===== config.mk =====
export PLATFORM = sky130hd
export DESIGN_NAME = column_feed_ctrl
export DESIGN_NICKNAME = d
export VERILOG_FILES = /design/src/rtl/stereo_pkg.sv /design/src/rtl/column_feed_ctrl.sv
export SDC_FILE = /design/constraint.sdc
export NUM_CORES = 1
export LEC_CHECK = 0
export ABC_AREA = 1
export CAP_MARGIN = 0
export CORE_ASPECT_RATIO = 0.7
export CORE_MARGIN = 4
export CORE_UTILIZATION = 49
export DETAILED_ROUTE_END_ITERATION = 6
export HOLD_SLACK_MARGIN = 0.15
export PLACE_DENSITY_LB_ADDON = 0.12
export REMOVE_ABC_BUFFERS = 1
export SETUP_SLACK_MARGIN = 0.15
export SLEW_MARGIN = 15
export SYNTH_ARGS = -nofsm -noshare
export SYNTH_HDL_FRONTEND = slang
export SYNTH_SLANG_ARGS = --single-unit
export TNS_END_PERCENT = 5

===== constraint.sdc =====
create_clock -name clk -period 4.27 [get_ports clk]
set_input_delay 0.854 -clock clk [delete_from_list [all_inputs] [get_ports clk]]
set_output_delay 0.854 -clock clk [all_outputs]
set_load 0.01 [all_outputs]

===== src/rtl/stereo_pkg.sv =====
`default_nettype none
// ============================================================================
// Module      : stereo_pkg
// Description : Shared types and word-packing offsets for the stereo column
//               feed path.
// Revision    : 1.0 - initial release
// ============================================================================
package stereo_pkg;

    typedef enum logic [1:0] {
        ST_IDLE   = 2'd0,
        ST_ACTIVE = 2'd1,
        ST_FLUSH  = 2'd2
    } feed_state_t;

    // Bit positions counted down from the MSB of the {tuser, tlast, tdata} word.
    localparam int c_tuser_from_msb = 0;
    localparam int c_tlast_from_msb = 1;

endpackage
`default_nettype wire


===== src/rtl/column_feed_ctrl.sv =====
`default_nettype none
// ============================================================================
// Module      : column_feed_ctrl
// Description : Accepts an AXI-Stream pixel frame, tags each beat with its
//               column/row and appends blank flush lines for the delay chain.
// Revision    : 1.0 - initial release
// ============================================================================
module column_feed_ctrl
    import stereo_pkg::*;
#(
    parameter int PIX_WIDTH   = 8,
    parameter int PPC         = 4,
    parameter int LINE_WORDS  = 960,
    parameter int FRAME_LINES = 1080,
    parameter int FLUSH_LINES = 2,
    localparam int DATA_WIDTH = PPC * PIX_WIDTH + 2,
    localparam int COL_W      = (LINE_WORDS > 1) ? $clog2(LINE_WORDS) : 1,
    localparam int ROW_W      = (FRAME_LINES + FLUSH_LINES > 1) ?
                                $clog2(FRAME_LINES + FLUSH_LINES) : 1
) (
    input  logic                     clk,
    input  logic                     rstn,
    input  logic [PPC*PIX_WIDTH-1:0] s_axis_tdata,
    input  logic                     s_axis_tvalid,
    output logic                     s_axis_tready,
    input  logic                     s_axis_tuser,
    input  logic                     s_axis_tlast,
    input  logic                     m_ready,
    output logic                     ce,
    output logic [DATA_WIDTH-1:0]    din,
    output logic [COL_W-1:0]         col,
    output logic [ROW_W-1:0]         row,
    output logic                     flushing,
    output logic                     err_line,
    output logic                     err_sof
);

    localparam logic [COL_W-1:0] c_col_last        = COL_W'(LINE_WORDS - 1);
    localparam logic [ROW_W-1:0] c_row_last_frame  = ROW_W'(FRAME_LINES - 1);
    localparam logic [ROW_W-1:0] c_row_last_flush  = ROW_W'(FRAME_LINES + FLUSH_LINES - 1);
    localparam int               c_tuser_bit       = DATA_WIDTH - 1 - c_tuser_from_msb;
    localparam int               c_tlast_bit       = DATA_WIDTH - 1 - c_tlast_from_msb;
    localparam int               c_pix_bits        = PPC * PIX_WIDTH;

    logic [1:0]            r_rst_sync;
    logic                  w_rst_n;
    feed_state_t           r_state;
    logic [COL_W-1:0]      r_col_cnt;
    logic [ROW_W-1:0]      r_row_cnt;

    logic                  w_accept;
    logic                  w_restart;
    logic                  w_emit_data;
    logic                  w_emit_flush;
    logic [COL_W-1:0]      w_pos_col;
    logic [ROW_W-1:0]      w_pos_row;
    logic                  w_col_wrap;
    logic [COL_W-1:0]      w_col_next;
    logic [ROW_W-1:0]      w_row_next;
    logic                  w_frame_end;
    logic                  w_flush_end;
    logic [DATA_WIDTH-1:0] w_data_word;

    // Assert asynchronously, release two clocks after rstn rises.
    always_ff @(posedge clk or negedge rstn) begin
        if (!rstn) begin
            r_rst_sync <= 2'b00;
        end else begin
            r_rst_sync <= {r_rst_sync[0], 1'b1};
        end
    end

    assign w_rst_n       = r_rst_sync[1];
    assign s_axis_tready = w_rst_n & m_ready & (r_state != ST_FLUSH);

    always_comb begin
        w_accept     = s_axis_tvalid & s_axis_tready;
        w_restart    = w_accept & s_axis_tuser;
        w_emit_data  = w_accept & ((r_state == ST_ACTIVE) | s_axis_tuser);
        w_emit_flush = (r_state == ST_FLUSH) & m_ready;
        // A start-of-frame beat always lands at the origin, whatever the counters say.
        w_pos_col    = w_restart ? '0 : r_col_cnt;
        w_pos_row    = w_restart ? '0 : r_row_cnt;
        w_col_wrap   = (w_pos_col == c_col_last);
        w_col_next   = w_col_wrap ? '0 : w_pos_col + COL_W'(1);
        w_row_next   = w_col_wrap ? w_pos_row + ROW_W'(1) : w_pos_row;
        w_frame_end  = w_col_wrap & (w_pos_row == c_row_last_frame);
        w_flush_end  = w_col_wrap & (w_pos_row == c_row_last_flush);
        w_data_word  = '0;
        if (w_emit_data) begin
            w_data_word[c_tuser_bit]    = s_axis_tuser;
            w_data_word[c_tlast_bit]    = s_axis_tlast;
            w_data_word[c_pix_bits-1:0] = s_axis_tdata;
        end else begin
            w_data_word[c_tlast_bit]    = w_col_wrap;
        end
    end

    always_ff @(posedge clk or negedge w_rst_n) begin
        if (!w_rst_n) begin
            r_state   <= ST_IDLE;
            r_col_cnt <= '0;
            r_row_cnt <= '0;
            ce        <= 1'b0;
            din       <= '0;
            col       <= '0;
            row       <= '0;
            flushing  <= 1'b0;
            err_line  <= 1'b0;
            err_sof   <= 1'b0;
        end else begin
            ce <= w_emit_data | w_emit_flush;
            if (w_emit_data || w_emit_flush) begin
                din      <= w_data_word;
                col      <= w_pos_col;
                row      <= w_pos_row;
                flushing <= w_emit_flush;
            end
            if (w_emit_data) begin
                // Counters follow the column wrap; a misplaced tlast is only flagged.
                if (s_axis_tlast != w_col_wrap) begin
                    err_line <= 1'b1;
                end
                if (w_restart && (r_state == ST_ACTIVE)) begin
                    err_sof <= 1'b1;
                end
                if (w_frame_end) begin
                    r_state   <= (FLUSH_LINES > 0) ? ST_FLUSH : ST_IDLE;
                    r_col_cnt <= '0;
                    r_row_cnt <= (FLUSH_LINES > 0) ? w_row_next : '0;
                end else begin
                    r_state   <= ST_ACTIVE;
                    r_col_cnt <= w_col_next;
                    r_row_cnt <= w_row_next;
                end
            end else if (w_emit_flush) begin
                if (w_flush_end) begin
                    r_state   <= ST_IDLE;
                    r_col_cnt <= '0;
                    r_row_cnt <= '0;
                end else begin
                    r_col_cnt <= w_col_next;
                    r_row_cnt <= w_row_next;
                end
            end
        end
    end

endmodule
`default_nettype wire

==> flow_summary.toml, run 1 <==
[timing]
period_share_pct = 72.63
fin_tns_setup_ns = 0
hold_violations = 0
grt_setup_unrepaired = "no"
achievable-frequency_mhz = 322.4
min_period_ns = 3.101
worst_clock_skew_ns = 0.005159
slew_violations = 0
setup-violations-final = 0
fin_worst_hold_slack_ns = 0.2143
worst_slew_pin_slew_ns = 0.9305
relSlewSlack_pct = 37.73

[cts]
postCtsSetupBuffers = 0
clkSlewWorstSetupHoldPaths_ns = 0.06
max-clock-path-buffers = 2
tritoncts_clock_tree = "built"
cts_sinks = 84
cts_max_level = 3
tritoncts.num_buffers = 9
cts_hold_repair.buffers = 0
library_cell_used_as_clock_root_buffer = "clkbuf_16"
worstSkewPairLatency_ns = 0.33
post_cts.resized_instances = 0

[power_and_ir_drop]
power_density_over_the_cells_nw_per_um2 = 430.1
ir_worst_vdd_v = 0.0003109
power.static_leakage_nw = 2.349

[cells_and_area]
final_nets = 554
syn_to_final_growth_pct = 33.64
layout.filler_cells = 605
drive_above_1_share_pct = 8.511
antenna_cells_inserted = 0

[routing]
drt_iter0_drc = 357
post_drt_via_cell_ratio = 5.325
ant_nets = 0
drt_first_pass_iters = 5
drc = 0
drt_wl_total_um = 9582
post_drt_wl_per_cell_um = 15.58
route.vias.total = 3275

[logic_synthesis]
synth_xor_xnor_area_share_pct = 1.362
synth.largest_area_cell = "dfrtp_1"
yosys.area_share.adder_pct = 0.9731
synth_top_family_by_area = "simple AND/OR/NAND/NOR gates"
yosysTopAreaCellShare_pct = 54.49
synthArstFlopShare_pct = 100.0
synth_area_um2 = 3857
yosys-mux-area-fraction_pct = 0
ys_top_cells_by_area = "dfrtp_1, nand2_1, a22o_1"
synth_simple_gate_area_share_pct = 22.51
yosysMostFrequentCell = "nand2_1"
syn-mean-instance-area_um2 = 9.228
netlist_top_cells_count = "nand2_1, dfrtp_1, a22o_1, inv_1, nor2_1"
post_synthesis_sequential_element_count = 84
synthesis.yosys.warnings = 0
synth-compound-area-share_pct = 14.21
synth.distinct_cells = 36
seq_area_frac_synth_pct = 54.49
synthCells = 418
synth-edff-count = 0
dominantRegCellSynth = "dfrtp_1"

[min_path]
worst_hold_path_type = "flop to asynchronous set/reset pin"

[floorplan]
row_count = 26
die_width_um = 114.1
floorplan.core_area_um2 = 7482
pin_count = 98
chipHeight_um = 82.24
die-area_um2 = 9379
start_util_pct = 51.56

[critical_path]
setup.reg_to_reg.worst_slack_ns = 1.45
critical_path.startpoint_type = "input port"
critical-path-top-cell-by-count = "nand2_1"
worst_ep_arrival_time_ns = 3.31
critical_path.cell_chain = "clkdlybuf4s50_1 -> nand2_1 -> inv_1 -> nand4_4 -> inv_1 -> nor2_2 -> ha_1 -> nand3_2 -> nor2_2 -> nand3_1 -> o21bai_1 -> nand2_1 -> nand2_1 -> o21ai_1"
cp_slowest_cell = "clkdlybuf4s50_1"
cpPeakStageDelay_ns = 0.42
path_max_fanout = 11
cp-end-kind = "flop"
criticalPathCategory = "input port to flop"
cp.required_ns = 4.48

[grt]
grt_pass1_wl_um = 15860
antenna_violations_before_repair = 0
grt_start_max_net_pins = 65
grt_overflow_total = 0
number_of_global_route_vias_before_repair = 3193
gr-usage-all-layers_pct = 21.39

[flow_run]
max-cap-violations = 0

[placed_design]
detailed_place_hpwl_um = 6703
place.port_buffers = 97
gpl.final_weighted_congestion = 0.9261

[status]
outcome = "completed"
logic make-up (layout without fill, tap and decap cells):
| logic type | after synthesis | count (layout) |
|---|---|---|
| simple gates | 194 | 194 |
| flops | 84 | 84 |
| compound gates | 79 | 79 |
| buf+inv | 51 | 150 |
| xor+xnor | 6 | 6 |
| fa+ha+maj | 3 | 3 |
| other cells | 1 | 1 |
sequential cells by signal, summed over array words and instances, names as in the netlist:
register	flops
err_line	1
r_state	2
r_rst_sync	2
flushing	1
col	10
din	34
err_sof	1
row	11
r_row_cnt	11
ce	1
r_col_cnt	10
routing by layer:
layer	up-vias	track usage [%]	share of wire, %
li1	1580	-	-
met1	1539	30.28	46
met2	142	31.54	44
met3	14	6.701	8.1
met4	0	6.762	1.4
met5	-	0	0
per-stage QoR:
stage | utilization (%) | area (um2) | std cells | setup WS (ns) | power (mW)
finish | 68.90 | 5155 | 615 | 1.169 | 2.217
global route | 68.90 | 5155 | 615 | 0.8849 | 2.327
CTS | 68.90 | 5155 | 615 | 1.240 | 2.236
detailed placement | 65.10 | 4871 | 600 | 0.9251 | 1.479
global placement | 65.10 | 4871 | 600 | 0.9517 | 1.468
floorplan | - | 3736 | 400 | 0.01407 | 1.208
worst max-delay path: cells and delay by family:
kind,cells,cell delay (ns)
AOI/OAI and AO/OA,2,0.35
adders and majority gates,1,0.32
buffers and inverters,3,0.66
and+or+nand+nor,8,1.12
where the power goes:
part	internal [mW]	switching [mW]	leakage [nW]	total, mW
clock network	0.450	0.299	0.136	0.749
registers	0.906	0.0780	1.08	0.984
logic	0.259	0.225	1.13	0.484
total	1.61	0.602	2.35	2.22
placed cells by master (no fill, tap or decap), drive strengths merged, types with 3 or more instances in the layout:
cell type,n
dfrtp,84
nand3,28
a22o,32
nand4,4
clkbuf,11
inv,33
buf,5
nor2,34
o21ai,38
ha,3
nand2,119
nor3,7
clkdlybuf4s50,97
o22ai,3
xor2,4
final cells by class:
class / count / area (um2) / area share, %
clock buffers: 11 / 232.7 / 4.515
clock inverters: 4 / 51.30 / 0.9951
inverters: 33 / 123.9 / 2.403
multi-input cells: 283 / 1510 / 29.30
flip-flops and latches: 84 / 2106 / 40.85
well taps: 98 / 122.6 / 2.379
repair buffers: 102 / 1008 / 19.56
path summary, 6_finish.rpt:
check	start	end	depth (start not counted)
max	m_ready	r_row_cnt[2]	14
min in group clk	r_rst_sync[0]	r_rst_sync[1]	0
max in group asynchronous	r_rst_sync[1]	r_row_cnt[9]	1
max reg2reg	r_rst_sync[1]	r_row_cnt[2]	13
min	r_rst_sync[1]	din[25]	0
min reg2reg	r_rst_sync[1]	din[25]	0
Power figures use the tool's default switching activity.
==> run 2: changes to the inputs <==
- CORE_UTILIZATION: 49 -> 44
- clock period: 4.27 -> 2.8 ns (I/O delays scaled with it)
==> run 2 against run 1 <==
Sequential share of layout area down 0.98 points. Combinational power up 58%. Clock-buffer cell count up 1. Critical path type unchanged. Highest routed layer unchanged.
==> flow_summary.toml, run 2 (same netlist as run 1, synthesis figures left out) <==
[cts]
tritoncts.num_buffers = 9
max-clock-path-buffers = 2
cts_max_level = 3
worstSkewPairLatency_ns = 0.33
cts_hold_repair.buffers = 0
library_cell_used_as_clock_root_buffer = "clkbuf_16"
clkSlewWorstSetupHoldPaths_ns = 0.06
cts_sinks = 84
tritoncts_clock_tree = "built"

[cells_and_area]
register_area_um2 = 2106
finalNonFillerCells = 646
multiInputGateArea_um2 = 1516
syn_to_final_growth_pct = 36.91
layout.filler_cells = 731
regMostFlops = "din"
most-common-layout-cells = "nand2_1, clkdlybuf4s50_1, dfrtp_1, a22o_1, inv_1"
max_ffs_per_register = 34
largest_registers = "din (34), r_row_cnt (11), row (11)"
antenna_cells_inserted = 0
stdcell_area_um2 = 5281
share_of_the_core_filled_with_cells_in_the_final_layout_pct = 62.29
final_nets = 562
layout_commonest_cell = "nand2_1"
drive_above_1_share_pct = 10.27

[routing]
drt_first_pass_iters = 5
route.vias.total = 3284
drt_iter0_drc = 241
drc = 0
drt_wl_total_um = 9646
post_drt_via_cell_ratio = 5.084
post_drt_wl_per_cell_um = 14.93
ant_nets = 0

[grt]
grt_use_met2_pct = 28.44
number_of_global_route_vias_before_repair = 3200
global_route.usage.met3_pct = 6.197
antenna_violations_before_repair = 0
groute.layer.met1.usage_pct = 27.66
grt_overflow_total = 0
grt_start_max_net_pins = 83
gr-usage-all-layers_pct = 19.19
grt_pass1_wl_um = 15980
global_route.peak_usage_layer = "met2"

[timing]
postLayoutSetupSlackWorst_ns = 0.3036
hold_violations = 0
worst_slew_pin_slew_ns = 1.032
min_period_ns = 2.496
fin_tns_setup_ns = 0
relSlewSlack_pct = 31.18
grt_setup_unrepaired = "yes"
period_share_pct = 89.16
fin_worst_hold_slack_ns = 0.3677
setup-violations-final = 0
worst_clock_skew_ns = 0.004407
achievable-frequency_mhz = 400.6
slew_violations = 0

[critical_path]
critical-path-top-cell-by-count = "nand2_1"
worst_ep_arrival_time_ns = 2.70
critical_path.cell_chain = "clkdlybuf4s50_1 -> nand2_1 -> inv_1 -> nand4_4 -> inv_1 -> nor2_1 -> ha_1 -> nand4_1 -> nor3_2 -> nand2_1 -> nand2_1 -> nand2_2 -> nand2_1 -> o21ai_0"
path_max_fanout = 7
critPathBufInv = 3
cp-end-kind = "flop"
cpPeakStageDelay_ns = 0.43
cp.required_ns = 3.00
criticalPathCategory = "input port to flop"
cp_slowest_cell = "clkdlybuf4s50_1"
cp_top_family = "simple AND/OR/NAND/NOR gates"
critical_path.startpoint_type = "input port"

[floorplan]
chipHeight_um = 86.34
row_count = 28
floorplan.core_area_um2 = 8478
pin_count = 98
die_width_um = 119.9
die-area_um2 = 10350
start_util_pct = 45.50

[power_and_ir_drop]
ir_worst_vdd_v = 0.0004511
power.static_leakage_nw = 2.412
totalPowerFinal_mw = 3.454
power_density_over_the_cells_nw_per_um2 = 654.0

[placed_design]
detailed_place.area_um2 = 4971
place.port_buffers = 97
placed_cells = 630
gpl.final_weighted_congestion = 0.8485
dp_slack_ns = -0.0006759
detailed_place_hpwl_um = 6716

[status]
outcome = "completed"

[flow_run]
max-cap-violations = 0

[min_path]
worst_hold_path_type = "flop to flop"
[run 2: cell count changes in the layout (fill, tap and decap cells not counted), sizes merged]
cell,delta
clkbuf,+1
buf,+8
[run 2: what timing repair did]
item,4_1_cts,5_1_grt
endpoints found under the setup margin,0,6
resized for setup,0,1
setup buffers,0,0
[run 2: final cells by class]
class | instances | area share (%)
clock buffer | 12 | 4.857
clock inverter | 4 | 0.9003
inverter | 33 | 2.345
multi-input combinational | 283 | 28.71
sequential | 84 | 39.87
tap | 120 | 2.843
timing repair buffer | 110 | 20.47
[run 2: routing by layer]
layer / wire (um) / part of all wire [%]
met1: 4611 / 48
met2: 4332 / 45
met3: 630 / 6.5
met4: 71 / 0.74
met5: 0 / 0
[run 2: final timing paths]
| kind | start | slack [ns] | depth (start not counted) | to |
|---|---|---|---|---|
| min in group asynchronous | rstn | 0.38 | 1 | r_rst_sync[0] |
| hold / removal | r_rst_sync[0] | 0.37 | 0 | r_rst_sync[1] |
| max in group asynchronous | r_rst_sync[1] | 1.53 | 1 | r_row_cnt[8] |
| setup / recovery | m_ready | 0.30 | 14 | r_row_cnt[3] |
| setup reg to reg | r_rst_sync[1] | 0.49 | 13 | r_row_cnt[3] |
| hold reg to reg | r_rst_sync[0] | 0.37 | 0 | r_rst_sync[1] |
[run 2: worst register-to-register path, delay by kind of cell, from the launching register on]
kind | cells | cell delay (ns)
fa+ha+maj | 1 | 0.25
simple gates | 9 | 1.20
buf+inv | 2 | 0.17
flops | 1 | 0.47
compound gates | 1 | 0.08
[run 2: power breakdown]
| group | switching (mW) | internal, mW | leakage, nW |
|---|---|---|---|
| clock | 0.467 | 0.737 | 0.149 |
| combinational | 0.353 | 0.413 | 1.18 |
| sequential | 0.102 | 1.38 | 1.08 |
| total | 0.923 | 2.53 | 2.41 |
==> variant: new RTL, settings of run 1 <==
`PIX_WIDTH`: 8 -> 7.
--- a/src/rtl/column_feed_ctrl.sv
+++ b/src/rtl/column_feed_ctrl.sv
@@ -8,7 +8,7 @@
 module column_feed_ctrl
     import stereo_pkg::*;
 #(
-    parameter int PIX_WIDTH   = 8,
+    parameter int PIX_WIDTH   = 7,
     parameter int PPC         = 4,
     parameter int LINE_WORDS  = 960,
     parameter int FRAME_LINES = 1080,
Ports: changed (resized din and s_axis_tdata); port bits go from 98 to 90. No check against the original RTL was run, so the function may have changed too.
==> variant against run 1 <==
- worst setup slack lost 0.13 ns
- combinational power grew 96%
- sequential cell count shrank 4
- cell area shrank 6.5%
- global-route usage shrank 1.4 points
- clock skew grew 0.0027 ns
- routed wire length shrank 11%
- worst hold slack gained 0.14 ns
- power grew 15%
- synthesized area shrank 4.8%
- maximum frequency shrank 3.9%
- critical path type unchanged
- largest cell class unchanged
==> variant: results (changes against run 1) <==
result of the run=complete, no violations (unchanged); arrival time worst endpoint=3.46 ns (was 3.31 ns); share of the synthesized area in compound gates (AO/OA/AOI/OAI)=0.1363 (was 0.1421); area post-placement=4638 sq um (was 4871 sq um); clock latency reported for the late side of the worst-skew pair=0.35 ns (was 0.33 ns); Reg power frac=0.430 (was 0.444); via count=3146 (was 3275); routed len/inst=14.32 um (was 15.58 um); Non-clock buffers=95 (was 102); fraction of the core area covered by cells at the end of the flow=0.6617 (was 0.6890); area share of buffers outside the clock network=0.1941 (was 0.1956); count of distinct cell types in the synthesized netlist=34 (was 36); number of I/O port buffers=89 (was 97); largest clock skew in the final design=0.007820 ns (was 0.005159 ns); global-route wire length before repair=14410 um (was 15860 um); Post-synth top cells=106 x sky130_fd_sc_hd__nand2_1, 80 x sky130_fd_sc_hd__dfrtp_1, 37 x sky130_fd_sc_hd__inv_1 (was 114 x sky130_fd_sc_hd__nand2_1, 84 x sky130_fd_sc_hd__dfrtp_1, 32 x sky130_fd_sc_hd__a22o_1); Pleak=0.002265 uW (was 0.002349 uW); fraction of synthesized cell area in xor and xnor cells=0.004772 (was 0.01362); internal power consumption=1704 uW (was 1615 uW); number of standard cells in the final layout excluding fillers=595 (was 615); total number of nets in the final design=529 (was 554); maximum number of pins on one net before global-route repair=79 (was 65); top cells by area in the synthesized netlist=sky130_fd_sc_hd__dfrtp_1 55%, sky130_fd_sc_hd__nand2_1 11%, sky130_fd_sc_hd__a22o_1 6.7%, sky130_fd_sc_hd__nand3_1 4.0%, sky130_fd_sc_hd__inv_1 3.8% (was sky130_fd_sc_hd__dfrtp_1 54%, sky130_fd_sc_hd__nand2_1 11%, sky130_fd_sc_hd__a22o_1 7.3%, sky130_fd_sc_hd__nand3_1 3.4%, sky130_fd_sc_hd__o21ai_1 3.0%); met3 Resource Use GR=0.04895 (was 0.06701); via count of the first global-routing pass=2919 (was 3193); Tot Pwr=2558 uW (was 2217 uW); number of fillers in the final layout=619 (was 605); clock sink count=80 (was 84); Logic inverters=38 (was 33); mean instance size in the synthesized netlist=9.087 sq um (was 9.228 sq um); transition at the pin with the smallest max-transition slack=0.9636 ns (was 0.9305 ns); worst min path class=reg -> reg (was reg -> async); cells on worst reg2reg path=11 (was 13); RePlAce Congestion=0.8582 (was 0.9261)
variant: through the flow:
stage | hold slack, ns | setup WS (ns)
global route | 0.3726 | 0.8265
global placement | 0.3369 | 0.8741
finish | 0.3548 | 1.043
CTS | 0.3531 | 1.084
floorplan | 0.3312 | -0.02292
detailed placement | 0.3347 | 0.7243
variant: worst max-delay path, stage by stage:
cell and delay, ns:
sky130_fd_sc_hd__clkdlybuf4s50_1 0.43, sky130_fd_sc_hd__nand2_1 0.10, sky130_fd_sc_hd__inv_1 0.07, sky130_fd_sc_hd__nand4_4 0.07
sky130_fd_sc_hd__inv_1 0.14, sky130_fd_sc_hd__nor2_1 0.30, sky130_fd_sc_hd__ha_1 0.28, sky130_fd_sc_hd__nand4_4 0.16
sky130_fd_sc_hd__nor3_2 0.61, sky130_fd_sc_hd__nor2_2 0.20, sky130_fd_sc_hd__o211ai_1 0.15, sky130_fd_sc_hd__nand2_1 0.07
